File: src/rtl/xtimer.sv
// xtimer: memory-mapped down-counting timer with prescaler, one-shot/auto-reload modes and irq
//   clk, rst_n     : clock and asynchronous active-low reset
//   sel, we, addr  : decoder select, write enable, register offset (0 CTRL, 1 LOAD, 2 COUNT, 3 STATUS)
//   data_in        : write data
//   data_to_rd     : combinational read data, zero while not selected
//   irq            : EXPIRED & IRQ_EN
module xtimer #(
    parameter int DATA_W     = 32,
    parameter int REG_ADDR_W = 2,
    parameter int PRESC_W    = 16
) (
    input  logic                  clk,
    input  logic                  rst_n,
    input  logic                  sel,
    input  logic                  we,
    input  logic [REG_ADDR_W-1:0] addr,
    input  logic [DATA_W-1:0]     data_in,
    output logic [DATA_W-1:0]     data_to_rd,
    output logic                  irq
);
    localparam logic [REG_ADDR_W-1:0] A_CTRL   = REG_ADDR_W'(0);
    localparam logic [REG_ADDR_W-1:0] A_LOAD   = REG_ADDR_W'(1);
    localparam logic [REG_ADDR_W-1:0] A_COUNT  = REG_ADDR_W'(2);
    localparam logic [REG_ADDR_W-1:0] A_STATUS = REG_ADDR_W'(3);

    typedef enum logic {IDLE, RUN} state_t;

    state_t               state, state_next;
    logic                 en, auto_reload, irq_en, expired;
    logic                 en_next, expired_next;
    logic [PRESC_W-1:0]   presc, pcnt, pcnt_next;
    logic [DATA_W-1:0]    load, count, count_next, ctrl_rd;
    logic                 wr, wr_ctrl, wr_load, wr_count, wr_status, stop_wr, tick, expire;

    assign wr        = sel && we;
    assign wr_ctrl   = wr && addr == A_CTRL;
    assign wr_load   = wr && addr == A_LOAD;
    assign wr_count  = wr && addr == A_COUNT;
    assign wr_status = wr && addr == A_STATUS;
    // a write clearing EN freezes COUNT on that very edge
    assign stop_wr   = wr_ctrl && !data_in[0];
    assign tick      = state == RUN && pcnt == presc && !stop_wr;
    // a COUNT write on a tick edge overrides both decrement and expiry
    assign expire    = tick && !wr_count && count <= DATA_W'(1);

    always_comb begin
        en_next      = wr_ctrl ? data_in[0] : (expire && !auto_reload) ? 1'b0 : en;
        state_next   = en_next ? RUN : IDLE;
        pcnt_next    = (state_next == IDLE || state == IDLE || tick || wr_count) ? '0 : pcnt + 1'b1;
        count_next   = wr_count ? data_in :
                       !tick    ? count :
                       expire   ? (auto_reload ? load : '0) : count - DATA_W'(1);
        // a new expiry beats a simultaneous clear-write
        expired_next = expire ? 1'b1 : (wr_status && data_in[0]) ? 1'b0 : expired;
    end

    always_ff @(posedge clk or negedge rst_n) begin
        if (!rst_n) begin
            state       <= IDLE;
            en          <= 1'b0;
            auto_reload <= 1'b0;
            irq_en      <= 1'b0;
            presc       <= '0;
            load        <= '0;
            count       <= '0;
            pcnt        <= '0;
            expired     <= 1'b0;
        end else begin
            state   <= state_next;
            en      <= en_next;
            pcnt    <= pcnt_next;
            count   <= count_next;
            expired <= expired_next;
            if (wr_ctrl) begin
                auto_reload <= data_in[1];
                irq_en      <= data_in[2];
                presc       <= data_in[DATA_W-1 -: PRESC_W];
            end
            if (wr_load) load <= data_in;
        end
    end

    assign ctrl_rd = {presc, {(DATA_W-PRESC_W-3){1'b0}}, irq_en, auto_reload, en};

    always_comb begin
        data_to_rd = !sel               ? '0 :
                     addr == A_CTRL     ? ctrl_rd :
                     addr == A_LOAD     ? load :
                     addr == A_COUNT    ? count :
                     addr == A_STATUS   ? DATA_W'(expired) : '0;
    end

    assign irq = expired && irq_en;
endmodule

File: config.mk
export PLATFORM = sky130hd
export DESIGN_NAME = xtimer
export DESIGN_NICKNAME = d
export VERILOG_FILES = /design/src/rtl/xtimer.sv
export SDC_FILE = /design/constraint.sdc
export NUM_CORES = 1
export LEC_CHECK = 0
export CAP_MARGIN = 20
export CORE_ASPECT_RATIO = 1.4
export CORE_MARGIN = 4
export CORE_UTILIZATION = 25
export CTS_BUF_LIST = sky130_fd_sc_hd__clkbuf_8
export DETAILED_ROUTE_END_ITERATION = 10
export PLACE_DENSITY_LB_ADDON = 0.1
export SYNTH_ARGS = -nofsm -noshare
export SYNTH_HDL_FRONTEND = slang
export SYNTH_SLANG_ARGS = --single-unit
File: constraint.sdc
create_clock -name clk -period 2.7 [get_ports clk]
set_clock_uncertainty 0.15 [all_clocks]
set_input_delay 0.405 -clock clk [delete_from_list [all_inputs] [get_ports clk]]
set_output_delay 0.405 -clock clk [all_outputs]
set_load 0.03 [all_outputs]
==> metrics.md, run 1 <==
| Metric | Value |
|---|---|
| Seq/Total Area, Yosys | 0.404 |
| Area contributors post-synth | dfrtp_1, mux2_2, xor2_1 |
| Asr flop ratio synth | 1.00 |
| Total of max-cap violations | 0 |
| Finish-stage setup viols | 0 |
| Worst Path Buf+Inv | 0 |
| Max-Slew Margin vs Limit | 0.358 |
| RSZ-0062 raised after global routing | false |
| TritonRoute pass-1 iters | 5 |
| CP max FO | 3 |
| Initial Util | 0.256 |
| First-pass GRT wire length | 34200 um |
| Critical Path AT | 2.70 ns |
| Xor/xnor cell area share of the yosys netlist | 0.0750 |
| Share of the synthesized area in the top cell type | 0.404 |
| Syn avg cell area | 9.36 sq um |
| Critical path class | flip-flop to flip-flop |
| Status | completed |
| Largest family of logic cells by synthesized area | simple AND/OR/NAND/NOR gates |
| Final Wtd Congestion | 0.784 |
| Mapped Area | 0.00619 sq mm |
| Synth Net Count | 702 |
| CP required | 2.84 ns |
| Ys Warns | 0 |
| Full die area | ~0.027 sq mm |
| Synthesized flop and latch total | 100 |
| Period utilisation layout | 0.951 |
| Total power | 4.72 mW |
| Place WS | -0.129 ns |
| Die width | 141 um |
| Vias in the first global route | 5690 |
| Adder-cell share of the synthesized area | 0.00607 |
| CP peak stage delay | 0.55 ns |
| I/O pin total | 71 |
| Fmax | 390 MHz |
| Vias per Instance | 5.09 |
| Crit path max-delay family | simple AND/OR/NAND/NOR gates |
| Number of synthesized flops with an enable pin | 0 |
| P_leak | 3.30 nW |
| Remaining DRCs | 0 |
| Fraction of the mapped netlist area in simple logic gates | 0.214 |
| GRT Total Usage | 0.161 |
| Wire per inst | 20.2 um |
| Drt total wl | about 22000 um |
| Clock Pin Slew Worst Setup and Hold Paths | 0.11 ns |
| Vias | roughly 5.5k |
| Mux share of post-synthesis cell area | 0.132 |
| Clock Sinks | 100 |
| Worst min path class | input pin to async pin |
| Dominant synthesized flop cell | dfrtp_1 |
| Compound-Gate Fraction of Synth Area | 0.134 |
| Fin crit period | 2.57 ns |
| Grt ovf | 0 |
| Clock Tree Buf Depth | 2 |
| DRT antenna net count | 0 |
| Unique cell type count in the Yosys netlist | 53 |
| Final Worst Setup Slack | 0.133 ns |
| DP HPWL | 15600 um |
| Slew Limit Fails | 0 |
| Share of layout cells above drive strength 1 | 0.241 |
| Yosys top cell by area | dfrtp_1 |
| Critical path's slowest cell | or4_4 |
| Iter 0 DRT Violations | 253 |
| Pwr Density | 592 mW/mm^2 |
| IO Port Bufs | 70 |
| Syn Inst Count | 661 |
| Sequence of cells on the critical path | or4_4, or3_4, or2_4, or4_4, mux2i_2, a31oi_1 |
| Critical path startpoint category | flip-flop |
| Crit. End Element | flip-flop |
| Layout Nets | 801 |
| Synth-to-Final Area Change | 28.9% |
| Fin. Hold Viols | 0 |
| H-tree levels | 3 |
| Ant diodes | 0 |
| Clk Tree Root Cell | clkbuf_8 |
| Total CTS buffers | 9 |
| Clk_lat worst skew | 0.40 ns |
| Largest net degree at the start of global routing | 63 |
| CTS tree | built |
| Die Span Y | 194 um |
| Core area | 0.0241 sq mm |
| Worst VDD drop | 0.000293 V |
| Initial antenna violation count | 0 |
| CP dominant cell by count | or4_4 |
| FP Rows | 67 |
| Worst slew pin tran | 0.950 ns |
-- layout make-up --
cell class,instances,area [sq um]
flip-flops and latches,100,2500
well taps,310,388
clock buffers,9,124
inverters,3,11.3
clock inverters,7,98.8
multi-input cells,508,3520
repair buffers,138,1330
fillers,2510,16200
-- Yosys cell counts, types with 2 or more instances --
cell type,number
a22oi_1,13
ha_1,3
o211a_1,2
a31oi_1,26
or3_1,6
and2_1,27
a21oi_1,28
mux2_2,50
and3_1,17
mux2i_1,23
o2bb2ai_1,14
buf_2,5
nand3_1,19
o31ai_1,3
or4_4,2
nand3b_1,12
a211oi_1,2
nor4_2,2
nor4_1,12
nor3_1,14
clkbuf_1,40
xnor2_1,23
nor2_1,57
o41ai_1,2
or2_2,3
nand2b_1,4
buf_1,4
o21ai_0,26
xor2_1,30
inv_1,3
o211ai_1,2
nor2b_1,15
nand4_1,12
nand2_1,42
dfrtp_1,100
-- metrics by stage --
step            TNS, ns  hold slack [ns]   util  instance area [sq um]  cells
2_1_floorplan  -0.00344          -0.0406      -                   6190    661
6_report              0            0.371  0.330                   7970   1075
3_3_place_gp      -1.79            0.300  0.318                   7680   1056
4_1_cts               0            0.395  0.328                   7920   1073
5_1_grt               0            0.404  0.330                   7970   1075
3_5_place_dp      -3.42            0.296  0.318                   7680   1056
-- worst reg2reg max path: cells and delay by family (launching register included) --
| kind | cells | cell delay (ns) |
|---|---|---|
| simple gates | 4 | 1.63 |
| flops | 1 | 0.39 |
| mux | 1 | 0.20 |
| compound gates | 1 | 0.10 |
-- cell families (layout without fill, tap and decap cells) --
logic type,count (synthesis),after routing
fa+ha+maj,3,3
simple gates,250,250
xor+xnor,53,53
buf+inv,53,157
flops,100,100
compound gates,128,128
mux,74,74
-- cells in the final DEF (no fill, tap or decap), drive strengths merged, types with 3 or more instances in the layout --
cell / count
nor4: 14
xnor2: 23
a21oi: 28
dfrtp: 100
or2: 4
a31oi: 26
nand3b: 12
o21ai: 26
and3: 17
xor2: 30
nand2: 42
buf: 99
mux2: 50
nor2b: 15
clkbuf: 9
o31ai: 3
clkdlybuf4s50: 37
a22oi: 13
nor3: 14
nor2: 57
nand2b: 4
o2bb2ai: 14
inv: 5
nand3: 19
ha: 3
or3: 6
mux2i: 23
nand4: 12
and2: 27
-- repair_timing --
action                                  in CTS  in global routing
buffers inserted                             0                  2
endpoints found under the setup margin       2                 29
pin swaps                                    0                  1
endpoints found under the hold margin      100                  0
resized for setup                            2                 11
hold buffers                                 1                  0
-- state kept, by name (all words and copies together) (netlist names) --
register     count
presc           16
irq_en           1
en               1
pcnt            16
auto_reload      1
load            32
count           32
expired          1
-- report_power, final --
group          internal, mW  switching (mW)  leakage (nW)
registers              1.78           0.314          1.23
clock network         0.529           0.596         0.110
logic                 0.747           0.755          1.96
-- metal layers --
layer / vias to the layer above / part of all wire / global-route usage / routed length [um]
li1: 2571 / - / - / -
met1: 2744 / 0.44 / 0.205 / 9610
met2: 130 / 0.50 / 0.279 / 11000
met3: 25 / 0.034 / 0.0229 / 742
met4: 0 / 0.019 / 0.0546 / 415
met5: - / 0 / 0 / 0
-- worst paths after layout --
kind	from	end	slack [ns]	depth (start not counted)
max reg2reg	count[20]	count[30]	0.13	6
max	count[20]	count[30]	0.13	6
min	rst_n	load[3]	0.37	3
min reg2reg	load[23]	load[23]	0.39	1
max in group asynchronous	rst_n	load[25]	1.52	3
min in group clk	load[23]	load[23]	0.39	1
(Power assumes the default switching activity.)
==> run 2: changes to the inputs <==
- ABC_CLOCK_PERIOD_IN_PS: not set -> 2700
==> results of run 2 <==
No change in the layout: final DEF, timing and power equal those of run 1.
==> patch, RTL diff (settings of run 2) <==
Reset style: synchronous (`rst_n`), changed in one clocked block. Comments in the files are not updated.
--- a/src/rtl/xtimer.sv
+++ b/src/rtl/xtimer.sv
@@ -55,5 +55,5 @@
     end
 
-    always_ff @(posedge clk or negedge rst_n) begin
+    always_ff @(posedge clk) begin
         if (!rst_n) begin
             state       <= IDLE;
Formal check against the unedited RTL: differs if rst_n is asserted again (counterexample within 4 cycles, from zero or initial values and one cycle with rst_n low); with rst_n held inactive, the same outputs for 4 cycles.
==> patch against run 2 <==
- sequential power decreased by 26%
- sequential cell count stayed put
- power decreased by 23%
- synthesized area shrank 3.9%
- final area is 2.8% lower
- first-iteration DRC count rose by 12%
- worst setup slack worse by 38 ps
- routed wire length rose by 8.3%
==> patch: results (changes against run 2) <==
[run_status]
status = complete, no violations

[final_layout]
layout-drive-gt1-share = 0.173  ; -0.0675
fillCellCount = 2547  ; +1.5%
finish.net_count = 955  ; +19%

[global_route]
grt_use_met2 = 0.331  ; +0.0521
grt_pass1_vias = 6239  ; +9.6%
track_usage = 0.178  ; +0.0166
grt_start_max_net_pins = 41  ; -35%
grt_first_pass_wirelength_mm = 36.5  ; +6.7%
met1_usage = 0.201  ; -0.00345

[route]
wl_met1_mm = 9.71  ; +1.0%
route.met2.wl_mm = 12.3  ; +12%
wl_met3_um = 705  ; -5.0%
vias_per_cell = 4.91  ; -3.5%
drtIter0Drc = 283  ; +12%
wl_mm = 23.6  ; +8.3%

[worst_setup_path]
critPathLaunch = addr[0]
r2r_start = count[11]
worst_path_max_delay_cell = sky130_fd_sc_hd__clkdlybuf4s50_1
critPathCapture = data_to_rd[4]
critPathArrivalTime_ps = 2050  ; -650 ps
worst-r2r-cell-count = 6  ; unchanged
r2r_slack_ps = 160  ; +30 ps

[yosys]
asyncSetResetFlopFracSynth = 0  ; -1.00
netlist_top_cells_count = 170 x sky130_fd_sc_hd__nand2_1, 100 x sky130_fd_sc_hd__dfxtp_1, 78 x sky130_fd_sc_hd__a21oi_1
synth.top_cells.by_area = sky130_fd_sc_hd__dfxtp_1 34%, sky130_fd_sc_hd__nand2_1 11%, sky130_fd_sc_hd__a21oi_1 6.6%, sky130_fd_sc_hd__xor2_1 4.9%, sky130_fd_sc_hd__mux2i_1 3.5%
postSynthNetCount = 850  ; +21%
yosys_most_used_dff = sky130_fd_sc_hd__dfxtp_1
synth.lib_cells_used.distinct = 54  ; +1.9%

[clock_tree]
ctsRootBufferMaster = sky130_fd_sc_hd__clkbuf_8

[pwr]
power.leakage_nw = 3.01  ; -8.6%

[place]
detailedPlacementHpwl_mm = 17.6  ; +13%
place_congestion = 0.826  ; +5.3%

[min_path]
worstHoldPathType = reg -> reg

[patch: changes by cell type in the layout (fill, tap and decap cells not counted), sizes merged, moves of 22 or more]
cell   delta
dfrtp   -100
buf      +22
dfxtp   +100
mux2     -49
a21oi    +50
nand2   +128
[patch: power by group through the flow]
stage / registers (mW) / logic [mW] / clock network (mW)
2_1_floorplan: 1.57 / 0.654 / 0
4_1_cts: 1.55 / 1.12 / 0.993
5_1_grt: 1.55 / 1.23 / 1.05
3_5_place_dp: 1.58 / 1.11 / 0
6_report: 1.55 / 1.12 / 0.945
3_3_place_gp: 1.58 / 1.12 / 0
[patch: logic make-up (layout without fill, tap and decap cells)]
logic type | Yosys count | count (layout) | synth area share
buf+inv | 69 | 179 | 0.0488
mux | 23 | 23 | 0.0410
fa+ha+maj | 3 | 3 | 0.00631
xor+xnor | 51 | 51 | 0.0751
simple gates | 379 | 379 | 0.312
flops | 100 | 100 | 0.337
compound gates | 184 | 184 | 0.180
[patch: final cells by class]
cell class,count,share of cell area
Timing Repair Buffer,159,0.190
Sequential cell,100,0.258
Clock buffer,11,0.0195
Multi-Input combinational cell,640,0.477
Tap cell,306,0.0494
Clock inverter,5,0.00371
Inverter,4,0.00194
[patch: what timing repair did]
item                                   in CTS  in global routing
endpoints found under the hold margin       0                  0
gates resized for setup                     0                  7
setup endpoints to repair                   0                 26
[patch: worst max-delay path: cells and delay by family]
| kind | cells | cell delay, ps |
|---|---|---|
| buf+inv | 4 | 1160 |
| simple gates | 2 | 410 |
| compound gates | 1 | 80 |
[patch: metrics by stage]
stage | area (um^2) | instances
2_1_floorplan | 5950 | 809
3_3_place_gp | 7530 | 1209
3_5_place_dp | 7530 | 1209
4_1_cts | 7710 | 1225
5_1_grt | 7750 | 1225
6_report | 7750 | 1225
